$ cat config.mk
export PLATFORM = sky130hd
export DESIGN_NAME = uart_receiver
export DESIGN_NICKNAME = d
export VERILOG_FILES = /design/src/rtl/uart_pkg.sv /design/src/rtl/uart_rx_sync.sv /design/src/rtl/uart_receiver.sv
export SDC_FILE = /design/constraint.sdc
export NUM_CORES = 1
export LEC_CHECK = 0
export ABC_AREA = 1
export BUFFER_PORTS_ARGS = -buffer_cell sky130_fd_sc_hd__buf_2
export CAP_MARGIN = 0
export CORE_MARGIN = 2
export CORE_UTILIZATION = 45
export CTS_CLUSTER_SIZE = 25
export DETAILED_ROUTE_END_ITERATION = 6
export GPL_ROUTABILITY_DRIVEN = 1
export RECOVER_POWER = 100
export SKIP_LAST_GASP = 1
export SLEW_MARGIN = 10
export SYNTH_ARGS = -nofsm -noshare
export SYNTH_HDL_FRONTEND = slang
export SYNTH_SLANG_ARGS = --single-unit
$ cat constraint.sdc
create_clock -name clk -period 3.5 [get_ports clk]
set_clock_uncertainty 0.05 [all_clocks]
set_input_delay 0.7 -clock clk [delete_from_list [all_inputs] [get_ports clk]]
set_output_delay 0.7 -clock clk [all_outputs]
set_load 0.02 [all_outputs]
$ cat src/rtl/uart_pkg.sv
// uart_pkg: state encoding, frame length and line idle level shared by UART TX/RX.
package uart_pkg;

  typedef enum logic [1:0] {
    IDLE  = 2'd0,
    START = 2'd1,
    DATA  = 2'd2,
    STOP  = 2'd3
  } uart_state_e;

  localparam int unsigned FRAME_BITS = 8;
  localparam logic        LINE_IDLE  = 1'b1;

  // 2-of-3 vote across a short sample history
  function automatic logic maj3(input logic [2:0] v);
    return (v[0] & v[1]) | (v[0] & v[2]) | (v[1] & v[2]);
  endfunction

endpackage

$ cat src/rtl/uart_rx_sync.sv
// uart_rx_sync: 2-flop synchronizer for the async UART line, reset to the idle level.
// With UART_RX_MAJORITY_EN defined it also exposes the last three synchronized samples.
module uart_rx_sync
  import uart_pkg::*;
(
  input  logic       clk,
  input  logic       rst,
  input  logic       i_rx,
`ifdef UART_RX_MAJORITY_EN
  output logic [2:0] o_rx_hist,
`endif
  output logic       o_rx_s
);

  logic r_s1;
  logic r_s2;

  always_ff @(posedge clk) begin
    if (rst) begin
      r_s1 <= LINE_IDLE;
      r_s2 <= LINE_IDLE;
    end else begin
      r_s1 <= i_rx;
      r_s2 <= r_s1;
    end
  end

  assign o_rx_s = r_s2;

`ifdef UART_RX_MAJORITY_EN
  logic r_h1;
  logic r_h2;

  // Delayed copies so the vote at count N sees the samples at N-2, N-1 and N
  always_ff @(posedge clk) begin
    if (rst) begin
      r_h1 <= LINE_IDLE;
      r_h2 <= LINE_IDLE;
    end else begin
      r_h1 <= r_s2;
      r_h2 <= r_h1;
    end
  end

  assign o_rx_hist = {r_h2, r_h1, r_s2};
`endif

endmodule

$ cat src/rtl/uart_receiver.sv
// uart_receiver: 8N1 UART receiver delivering each good byte as a one-cycle valid pulse.
// Define UART_RX_MAJORITY_EN to vote 2-of-3 around every sample point.
module uart_receiver
  import uart_pkg::*;
#(
  parameter int unsigned CLK_SPEED = 100_000_000,
  parameter int unsigned BAUD_RATE = 625000
) (
  input  logic                  clk,
  input  logic                  rst,
  input  logic                  i_serial_in,
  output logic [FRAME_BITS-1:0] o_data_out,
  output logic                  o_valid,
  output logic                  o_frame_err,
  output logic                  o_busy
);

  // COUNT_DIV must stay within 4..1024 for the 10-bit bit-timer
  localparam int unsigned COUNT_DIV = CLK_SPEED / BAUD_RATE;
  localparam int unsigned HALF_DIV  = COUNT_DIV / 2;
  localparam int unsigned CNT_W     = 10;
  localparam int unsigned IDX_W     = $clog2(FRAME_BITS);

  localparam logic [CNT_W-1:0] CNT_LAST  = CNT_W'(COUNT_DIV - 1);
  localparam logic [CNT_W-1:0] HALF_LAST = CNT_W'(HALF_DIV - 1);
  localparam logic [IDX_W-1:0] IDX_LAST  = IDX_W'(FRAME_BITS - 1);

  uart_state_e           r_state;
  uart_state_e           w_state_nxt;
  logic [CNT_W-1:0]      r_cnt;
  logic [CNT_W-1:0]      w_cnt_nxt;
  logic [IDX_W-1:0]      r_bit_idx;
  logic [IDX_W-1:0]      w_bit_idx_nxt;
  logic [FRAME_BITS-1:0] r_shift;
  logic [FRAME_BITS-1:0] w_shift_nxt;
  logic                  r_armed;
  logic                  w_armed_nxt;
  logic [FRAME_BITS-1:0] r_data_out;
  logic [FRAME_BITS-1:0] w_data_out_nxt;
  logic                  r_valid;
  logic                  w_valid_nxt;
  logic                  r_frame_err;
  logic                  w_frame_err_nxt;
  logic                  r_busy;
  logic                  w_busy_nxt;

  logic w_rx_s;
  logic w_sample;
  logic w_cnt_last;
  logic w_half_last;

`ifdef UART_RX_MAJORITY_EN
  logic [2:0] w_rx_hist;

  uart_rx_sync u_sync (
    .clk       (clk),
    .rst       (rst),
    .i_rx      (i_serial_in),
    .o_rx_hist (w_rx_hist),
    .o_rx_s    (w_rx_s)
  );

  assign w_sample = maj3(w_rx_hist);
`else
  uart_rx_sync u_sync (
    .clk    (clk),
    .rst    (rst),
    .i_rx   (i_serial_in),
    .o_rx_s (w_rx_s)
  );

  assign w_sample = w_rx_s;
`endif

  assign w_cnt_last  = (r_cnt == CNT_LAST);
  assign w_half_last = (r_cnt == HALF_LAST);

  // State register
  always_ff @(posedge clk) begin
    if (rst) r_state <= IDLE;
    else     r_state <= w_state_nxt;
  end

  // Next-state logic
  always_comb begin
    w_state_nxt = r_state;
    case (r_state)
      IDLE:  if (r_armed && !w_rx_s) w_state_nxt = START;
      START: if (w_half_last) w_state_nxt = w_sample ? IDLE : DATA;
      DATA:  if (w_cnt_last && (r_bit_idx == IDX_LAST)) w_state_nxt = STOP;
      STOP:  if (w_cnt_last) w_state_nxt = IDLE;
      default: w_state_nxt = IDLE;
    endcase
  end

  // Datapath and output next values
  always_comb begin
    w_cnt_nxt       = r_cnt + CNT_W'(1);
    w_bit_idx_nxt   = r_bit_idx;
    w_shift_nxt     = r_shift;
    w_armed_nxt     = r_armed;
    w_data_out_nxt  = r_data_out;
    w_valid_nxt     = 1'b0;
    w_frame_err_nxt = 1'b0;
    w_busy_nxt      = (w_state_nxt != IDLE);
    case (r_state)
      IDLE: begin
        w_cnt_nxt = '0;
        if (w_rx_s) w_armed_nxt = 1'b1;
      end
      START: begin
        if (w_half_last) begin
          w_cnt_nxt     = '0;
          w_bit_idx_nxt = '0;
        end
      end
      DATA: begin
        if (w_cnt_last) begin
          w_cnt_nxt     = '0;
          w_shift_nxt   = {w_sample, r_shift[FRAME_BITS-1:1]};
          w_bit_idx_nxt = r_bit_idx + IDX_W'(1);
        end
      end
      STOP: begin
        if (w_cnt_last) begin
          w_cnt_nxt = '0;
          if (w_sample) begin
            w_data_out_nxt = r_shift;
            w_valid_nxt    = 1'b1;
          end else begin
            // Disarm so a held-low break reports only once
            w_frame_err_nxt = 1'b1;
            w_armed_nxt     = 1'b0;
          end
        end
      end
      default: w_cnt_nxt = '0;
    endcase
  end

  always_ff @(posedge clk) begin
    if (rst) begin
      r_cnt       <= '0;
      r_bit_idx   <= '0;
      r_shift     <= '0;
      r_armed     <= 1'b0;
      r_data_out  <= '0;
      r_valid     <= 1'b0;
      r_frame_err <= 1'b0;
      r_busy      <= 1'b0;
    end else begin
      r_cnt       <= w_cnt_nxt;
      r_bit_idx   <= w_bit_idx_nxt;
      r_shift     <= w_shift_nxt;
      r_armed     <= w_armed_nxt;
      r_data_out  <= w_data_out_nxt;
      r_valid     <= w_valid_nxt;
      r_frame_err <= w_frame_err_nxt;
      r_busy      <= w_busy_nxt;
    end
  end

  assign o_data_out  = r_data_out;
  assign o_valid     = r_valid;
  assign o_frame_err = r_frame_err;
  assign o_busy      = r_busy;

endmodule

# Yosys cells after proc, flatten, opt, wreduce, memory -nomap -nowiden
# Cells that the tools add are included.
# Widths: inputs -> output; s select.
word_totals:
  regBits: 37
  inputBits: 3
  output_inout_bits: 11
  elab_cells: 57
op_classes:
  n_addsub: 2
  n_eq_ne: 11
  muxes: 18
  bitwise_logic: 2
  reduce_logical: 13
op_table:
  columns: ["cell", "n"]
  rows:
  - ["$pmux 10 s3", 1]
  - ["$mux 10", 2]
  - ["$add 10x1->10 const B", 1]
  - ["$eq 10x7->1 const B", 1]
  - ["$eq 10x8->1 const B", 1]
  - ["$mux 2", 5]
  - ["$ne 2x2->1 const B", 4]
  - ["$pmux 2 s4", 1]
  - ["$mux 3", 2]
  - ["$pmux 3 s2", 1]
  - ["$reduce_and 3->1", 2]
  - ["$reduce_bool 2->1", 3]
  - ["$mux 1", 5]
  - ["$eq 2x2->1 const B", 2]
  - ["$reduce_and 4->1", 1]
  - ["$add 3x1->3 const B", 1]
  - ["$eq 3x3->1 const B", 1]
  - ["$reduce_or 3->1", 1]
  - ["$eq 2x1->1 const B", 1]
  - ["$logic_and 1x1->1", 2]
  - ["$logic_not 2->1", 1]
  - ["$ne 2x1->1 const B", 1]
  - ["$not 1->1", 2]
  - ["$pmux 1 s2", 1]
  - ["other kinds (3)", 3]

# Depth between registers and ports, before layout
# Gate-level depths: netlist of run 1.
depth:
  depth_word: 5
  ltp_mapped: 9
  ltp_nobuf: 9

# Hierarchy
# A second synthesis of run 1 with hierarchy kept.
unflattened:
  cells_unflattened: 199
  area_unflattened_um2: 1524.0
by_module_without_submodules:
  columns: ["mod", "n_inst", "cells_each", "area_each_um2", "seq_area_each_um2"]
  rows:
  - ["uart_receiver", 1, 192, 1465.2, 700.7]
  - ["uart_rx_sync", 1, 7, 58.8, 40.0]

# Worst setup path before layout of run 1
# OpenSTA, ideal clock, no wires.
synth_path:
  kind: "register to register"
  start: "reg r_cnt[0]"
  end: "reg r_data_out[0] (netlist: o_data_out[0])"
  setup_time_ns: 0.062
  arrival_time_ns: 1.374
  required_time_ns: 3.388
  slack_ns: 2.014
  stages_incl_launch_ff: 9
  n_path_buf: 1
  synth_period_minus_slack_ns: 1.486
  path_cell_list: "dfxtp_1 -> ha_1 -> nand3_4 -> nor3_4 -> buf_6 -> nand2_4 -> nor2_8 -> nor2_1 -> nor2_2"
synth_between:
  elab_chain_len: 2
synth_lines:
  columns: ["element", "line_no", "rtl"]
  rows:
  - ["from (decl)", "uart_receiver.sv:30", "logic [CNT_W-1:0] r_cnt;"]
  - ["from (signal assigned)", "uart_receiver.sv:152", "r_cnt <= w_cnt_nxt;"]
  - ["$eq 10x8->1", "uart_receiver.sv:75", "assign w_cnt_last = (r_cnt == CNT_LAST);"]
  - ["$reduce_and 3->1 (no source line)", null, null]
  - ["to (signal assigned)", "uart_receiver.sv:156", "r_data_out <= w_data_out_nxt;"]
  - ["to (decl)", "uart_receiver.sv:38", "logic [FRAME_BITS-1:0] r_data_out;"]
# No other way between the ends.
# A chain may end at the register's enable or synchronous reset.

# Worst setup path after layout of run 1
layout_path:
  start: "reg r_cnt[0]"
  end: "reg r_busy (netlist: o_busy)"
layout_between:
  elab_chain_len: 5
layout_lines:
  columns: ["element", "line_no", "rtl"]
  rows:
  - ["$eq 10x8->1", "uart_receiver.sv:75", null]
  - ["$logic_and 1x1->1", "uart_receiver.sv:90", "DATA: if (w_cnt_last && (r_bit_idx == IDX_LAST)) w_state_nxt = STOP;"]
  - ["$mux 2", "uart_receiver.sv:90", null]
  - ["$pmux 2 s4 (*)", "uart_receiver.sv:87", "case (r_state)"]
  - ["$reduce_bool 2->1 (*)", "uart_receiver.sv:105", "w_busy_nxt = (w_state_nxt != IDLE);"]
  - ["to (signal assigned)", "uart_receiver.sv:159", "r_busy <= w_busy_nxt;"]
  - ["to (decl)", "uart_receiver.sv:44", "logic r_busy;"]
# Every way passes the cells marked *; elsewhere a longest branch is shown, timed or not.

==> impl_metrics.tcl, run 1 <==
set metrics [dict create \
    status "completed" \
    start_kind "flip-flop" \
    critical_path_class "flip-flop to flip-flop" \
    num-fill-cells 372 \
    die_area_um2 4191 \
    cts_tree "yes" \
    vias_per_cell 4.626 \
    synth_fp_nets 216 \
    hpwl_mm 2.010 \
    drive_gt1_frac 0.08444 \
    vias 1263 \
    synth.distinct_cells 30 \
    hold_class "flip-flop to flip-flop" \
    synth-async-reset-ratio 0 \
    clk_pin_slew_ns 0.07 \
    core_area_um2 3606 \
    drtAntennaViolNets 0 \
    timing_hold_violations_final 0 \
    rows 22 \
    setup_viol 0 \
    cts-buffers-inserted 5 \
    clk_latency_ns 0.28 \
    fmax_ghz 0.4486 \
    cp_common_cell "nand2_1" \
    synth-warning-count 0 \
    globalplace.congestion 0.7669 \
    grt_pass1_wl_mm 4.892 \
    path_cells "ha_1 > nand3_1 > nor2_1 > nand3_1 > nor2_1 > nand2_1 > nand2_1 > nand2_1 > nand2_1" \
    synthTopCellsByArea "dfxtp_1, nand2_1, nor2_1, inv_1, nand4_1" \
    worstPathRequired_ns 3.68 \
    power.density_nw_per_um2 419.9 \
    drt_first_pass_iters 4 \
    io_buffers 13 \
    wl_met2_mm 1.107 \
    cts.htree.levels 2 \
    p_total_mw 0.7346 \
    n_antenna_cell 0 \
    cap_violations 0 \
    syn-cell-area_um2 1660 \
    synth_ff_type "dfxtp_1" \
    cts_root_buf "clkbuf_8" \
    grt_max_degree 23 \
    synthCells 210 \
    die-height_um 64.74 \
    relSlewSlack 0.5773 \
    die_x_um 64.74 \
    endpoint_kind "flip-flop" \
    crit_cells 9 \
    initial_core_util 0.4604 \
    wirelength_met1_mm 1.574 \
    worst_r2r_path_depth 9 \
    nets 231 \
    synth_area_per_cell_um2 7.906 \
    cts_resized 0 \
    drc 0 \
    power.leakage_nw 0.7471 \
    clock_sinks 37 \
    finalCritPeriodShare 0.6369 \
    tns_ns 0 \
    post_drt_wl_per_cell_um 10.54 \
    highest_layer "met4" \
    layout_min_cycle_time_ns 2.229 \
    wl_met3_um 148 \
    track_usage 0.1534 \
    cpPeakStageDelay_ns 0.54 \
    yosysSeqAreaShare 0.4461 \
    synth_commonest_cells "nand2_1, dfxtp_1, nor2_1" \
    synth_edf_count 0 \
    grt_pass1_vias 1073 \
    antenna_found_initial 0 \
    worstMarginPinSlew_ns 0.6334 \
    dr.first_iter.drc_count 79 \
    synthToLayoutAreaGrowth_pct 5.351 \
    irDropWorstVdd_uv 179.8 \
    post_cts_buffers 0 \
    finalMaxSlewViolations 0 \
    arrival_ns 2.41 \
    synth_seq_cells 37 \
    grt_overflow_total 0 \
    cts.path.max_buffers 2 \
    drt_wl_total_mm 2.877 \
    hold_path_depth 1 \
    cpMaxStageDelayCell "nor2_1" \
    critPathTopFamily "simple AND/OR/NAND/NOR gates" \
    yosysTopAreaCell "dfxtp_1" \
    grt_setup_unrepaired "false" \
    worstPathMaxFanout 10 \
    ios 14 \
    timing.critical_path.buf_inv 0 \
    cts_hold_buf 0 \
    post-synth-top-area-fraction 0.4461 \
    synth.most_common_cell "nand2_1" \
]
## layer usage
layer | up-vias | global-route usage
li1 | 696 | -
met1 | 525 | 0.2231
met2 | 37 | 0.2075
met3 | 5 | 0.04167
met4 | 0 | 0.07181
met5 | - | 0
## through the flow
step / setup slack, ns / hold slack, ns / utilization / instances / instance area (um2)
CTS: 1.544 / 0.3669 / 0.5094 / 273 / 1837
global placement: 1.555 / 0.3477 / 0.4854 / 266 / 1750
detailed placement: 1.523 / 0.3469 / 0.4854 / 266 / 1750
floorplan: 2.014 / 0.3395 / - / 210 / 1660
finish: 1.271 / 0.3629 / 0.4851 / 273 / 1749
global route: 1.030 / 0.4002 / 0.4851 / 273 / 1749
## worst paths after layout
kind / from / end / slack, ns
setup / recovery: r_cnt[0]$_SDFF_PP0_ / o_busy$_SDFF_PP0_ / 1.27
hold / removal: u_sync.r_s1$_SDFF_PP1_ / u_sync.o_rx_s$_SDFF_PP1_ / 0.36
setup reg to reg: r_cnt[0]$_SDFF_PP0_ / o_busy$_SDFF_PP0_ / 1.27
hold reg to reg: u_sync.r_s1$_SDFF_PP1_ / u_sync.o_rx_s$_SDFF_PP1_ / 0.36
## sequential cells by signal, indices dropped and copies added (netlist names)
name and flops:
r_cnt 10, o_data_out 8, r_shift 8, r_bit_idx 3, r_state 2, o_busy 1
o_frame_err 1, o_valid 1, r_armed 1, u_sync.o_rx_s 1, u_sync.r_s1 1
## logic make-up after synthesis
logic type,share of synthesized area
XOR/XNOR,0.03693
flip-flops,0.4461
buffers and inverters,0.07535
AO/OA/AOI/OAI,0.05651
adder cells (fa/ha/maj),0.02261
AND/OR/NAND/NOR,0.3625
## layout by cell type (no fill, tap or decap)
cell      synthesis  final
nand2_1          46     47
dfxtp_1          37     37
nor2_1           30     33
inv_1            23     23
clkbuf_1          1     13
nand3_1           8     11
a21oi_1           9      9
nand4_1           9      9
nor2_2            8      8
clkbuf_8          0      6
xor2_1            5      5
o21ai_0           3      4
nor3_1            3      3
a21boi_0          3      3
ha_1              3      3
or2_2             2      2
xnor2_1           2      2
nor4_1            2      2
nor3_4            1      1
clkinv_1          1      1
nand2_4           1      1
a31oi_1           1      1
buf_2             1      1
## cell type report
class | instances | area [um2] | area share
clock buffer | 7 | 86.33 | 0.04936
inverter | 24 | 90.09 | 0.05150
multi-input combinational | 144 | 721.9 | 0.4127
timing repair buffer | 13 | 50.05 | 0.02861
tap | 48 | 60.06 | 0.03433
sequential | 37 | 740.7 | 0.4235
## power breakdown
part	leakage (nW)	switching, mW	internal (mW)
registers	0.299	0.00217	0.424
clock network	0.0443	0.138	0.156
logic	0.404	0.0108	0.00413
total	0.747	0.151	0.584
No activity file was read; power rests on OpenSTA's default activity.
==> run 2: changes to the inputs <==
- ABC_AREA: 1 -> 0
- clock period: 3.5 -> 2.2 ns (I/O delays scaled with it)
==> run 2 against run 1 <==
Critical endpoint is now r_cnt[7]$_SDFF_PP0_. Non-clock buffer count up 2. Count of clock-buffer cells in the layout is 2 lower. Synthesized area down 5.4%. Worst setup slack got worse by 1.0 ns. Total power up 36%. Critical path type unchanged. Critical path depth is 3 lower. Synthesized cell count shrank 26%. Highest routed layer unchanged. Maximum frequency up 14%. Global-route usage down 0.64 points. Combinational power up 17%.
==> impl_metrics.tcl, run 2 <==
set metrics [dict create \
    synthCells 155 \
    cts_resized 0 \
    tns_ns 0 \
    post_drt_wl_per_cell_um 11.96 \
    drc 0 \
    grt_pass1_wl_mm 4.581 \
    track_usage 0.1470 \
    die_area_um2 3978 \
    syn-cell-area_um2 1570 \
    drt_wl_total_mm 2.571 \
    cap_violations 0 \
    synthTopCellsByArea "dfxtp_1, mux2i_1, nor2_1, xor2_1, ha_1" \
    setup_viol 0 \
    use_met1 0.1732 \
    synth_commonest_cells "dfxtp_1, nor2_1, mux2i_1" \
    hold_ws_ns 0.2517 \
    cts.path.max_buffers 2 \
    critical_path_class "flip-flop to flip-flop" \
    finalMaxSlewViolations 0 \
    yosysSeqAreaShare 0.4717 \
    relSlewSlack 0.2837 \
    cts_hold_buf 0 \
    largest_reg_flops 10 \
    dr.first_iter.drc_count 31 \
    initial_core_util 0.4706 \
    layout_common_cells "dfxtp_1, nor2_1, mux2i_1" \
    die-height_um 63.07 \
    layout_min_cycle_time_ns 1.949 \
    endpoint_kind "flip-flop" \
    grt_max_degree 29 \
    drt_first_pass_iters 4 \
    io_buffers 13 \
    grt_setup_unrepaired "false" \
    grt_use_met3 0.04464 \
    synth_seq_cells 37 \
    fmax_ghz 0.5131 \
    synth-async-reset-ratio 0 \
    irDropWorstVdd_uv 266.3 \
    synth.most_common_cell "dfxtp_1" \
    worstPathMaxFanout 10 \
    rows 21 \
    worstMarginPinSlew_ns 1.074 \
    synth_fp_nets 161 \
    regMostFlops "r_cnt" \
    clk_latency_ns 0.33 \
    cts_tree "yes" \
    nets 176 \
    grt_overflow_total 0 \
    top_usage_layer "met2" \
    grt_use_met2 0.2447 \
    vias 1071 \
    synthToLayoutAreaGrowth_pct 7.251 \
    synth_area_per_cell_um2 10.13 \
    post-synth-top-area-fraction 0.4717 \
    die_x_um 63.07 \
    hpwl_mm 1.855 \
    vias_per_cell 4.981 \
    grt_pass1_vias 1047 \
    drive_gt1_frac 0.1243 \
    n_antenna_cell 0 \
    dp.cells 209 \
    instances_no_fill 215 \
    cts.htree.levels 2 \
    globalplace.congestion 0.7775 \
    finalCritPeriodShare 0.8860 \
    yosysTopAreaCell "dfxtp_1" \
    post_cts_buffers 0 \
    clock_sinks 37 \
    synth.distinct_cells 41 \
    arrival_ns 2.11 \
    worstPathRequired_ns 2.37 \
    layout.cells.most_common "dfxtp_1" \
    antenna_found_initial 0 \
    synth-warning-count 0 \
    clk_pin_slew_ns 0.10 \
    hold_class "input port to flip-flop" \
    power.density_nw_per_um2 595.3 \
    synth_edf_count 0 \
    num-fill-cells 327 \
    status "completed" \
    cts-buffers-inserted 5 \
    synth_ff_type "dfxtp_1" \
    start_kind "flip-flop" \
    timing_hold_violations_final 0 \
    ios 14 \
    drtAntennaViolNets 0 \
    cts_root_buf "clkbuf_4" \
    core_area_um2 3337 \
    power.leakage_nw 0.6412 \
]
## run 2: stage by stage
stage	utilization	total power [mW]	setup WS, ns	instance area [um2]
6_report	0.5047	1.003	0.2509	1684
5_1_grt	0.5047	1.052	0.06527	1684
4_1_cts	0.5126	1.019	0.2518	1710
3_5_place_dp	0.4998	0.7126	0.2576	1668
3_3_place_gp	0.4998	0.7122	0.3737	1668
2_1_floorplan	-	0.7082	0.5805	1570
## run 2: final timing paths
check | slack, ns | cells after the start | from | endpoint
setup / recovery | 0.25 | 6 | r_cnt[0]$_SDFF_PP0_ | r_cnt[7]$_SDFF_PP0_
hold / removal | 0.25 | 2 | i_serial_in | u_sync.r_s1$_SDFF_PP1_
setup reg to reg | 0.25 | 6 | r_cnt[0]$_SDFF_PP0_ | r_cnt[7]$_SDFF_PP0_
hold reg to reg | 0.38 | 1 | u_sync.r_s1$_SDFF_PP1_ | u_sync.o_rx_s$_SDFF_PP1_
## run 2: cell families after synthesis
group,count (synthesis),share of synthesized area
adder cells (fa/ha/maj),3,0.02391
AO/OA/AOI/OAI,13,0.06057
XOR/XNOR,8,0.04462
multiplexers,17,0.1092
AND/OR/NAND/NOR,68,0.2598
buffers and inverters,9,0.03028
flip-flops,37,0.4717
## run 2: final cells by class
type | count | area (um2) | share of cell area
inverters | 2 | 7.507 | 0.004458
multi-input cells | 109 | 773.2 | 0.4591
well taps | 46 | 57.56 | 0.03418
flip-flops and latches | 37 | 740.7 | 0.4398
clock buffers | 5 | 37.54 | 0.02229
clock inverters | 1 | 5.005 | 0.002972
repair buffers | 15 | 62.56 | 0.03715
## run 2: worst max-delay path, stage by stage (launching register included)
cell and delay [ns]:
dfxtp_1 0.36, ha_1 0.19, and2_1 0.39, nand2_4 0.12, o311ai_2 0.29, a21o_1 0.34
nor2_1 0.10
## run 2: per-layer routing
metal | wire length (um) | up-vias | part of all wire
met3 | 111 | 4 | 0.043
met5 | 0 | - | 0
met2 | 1221 | 19 | 0.47
met1 | 1201 | 489 | 0.47
li1 | - | 559 | -
met4 | 36 | 0 | 0.014
## run 2: where the power goes
part	internal [mW]	switching, mW	leakage (nW)
registers	0.674	0.00468	0.299
clock network	0.111	0.195	0.0269
logic	0.00560	0.0118	0.315
total	0.791	0.212	0.641
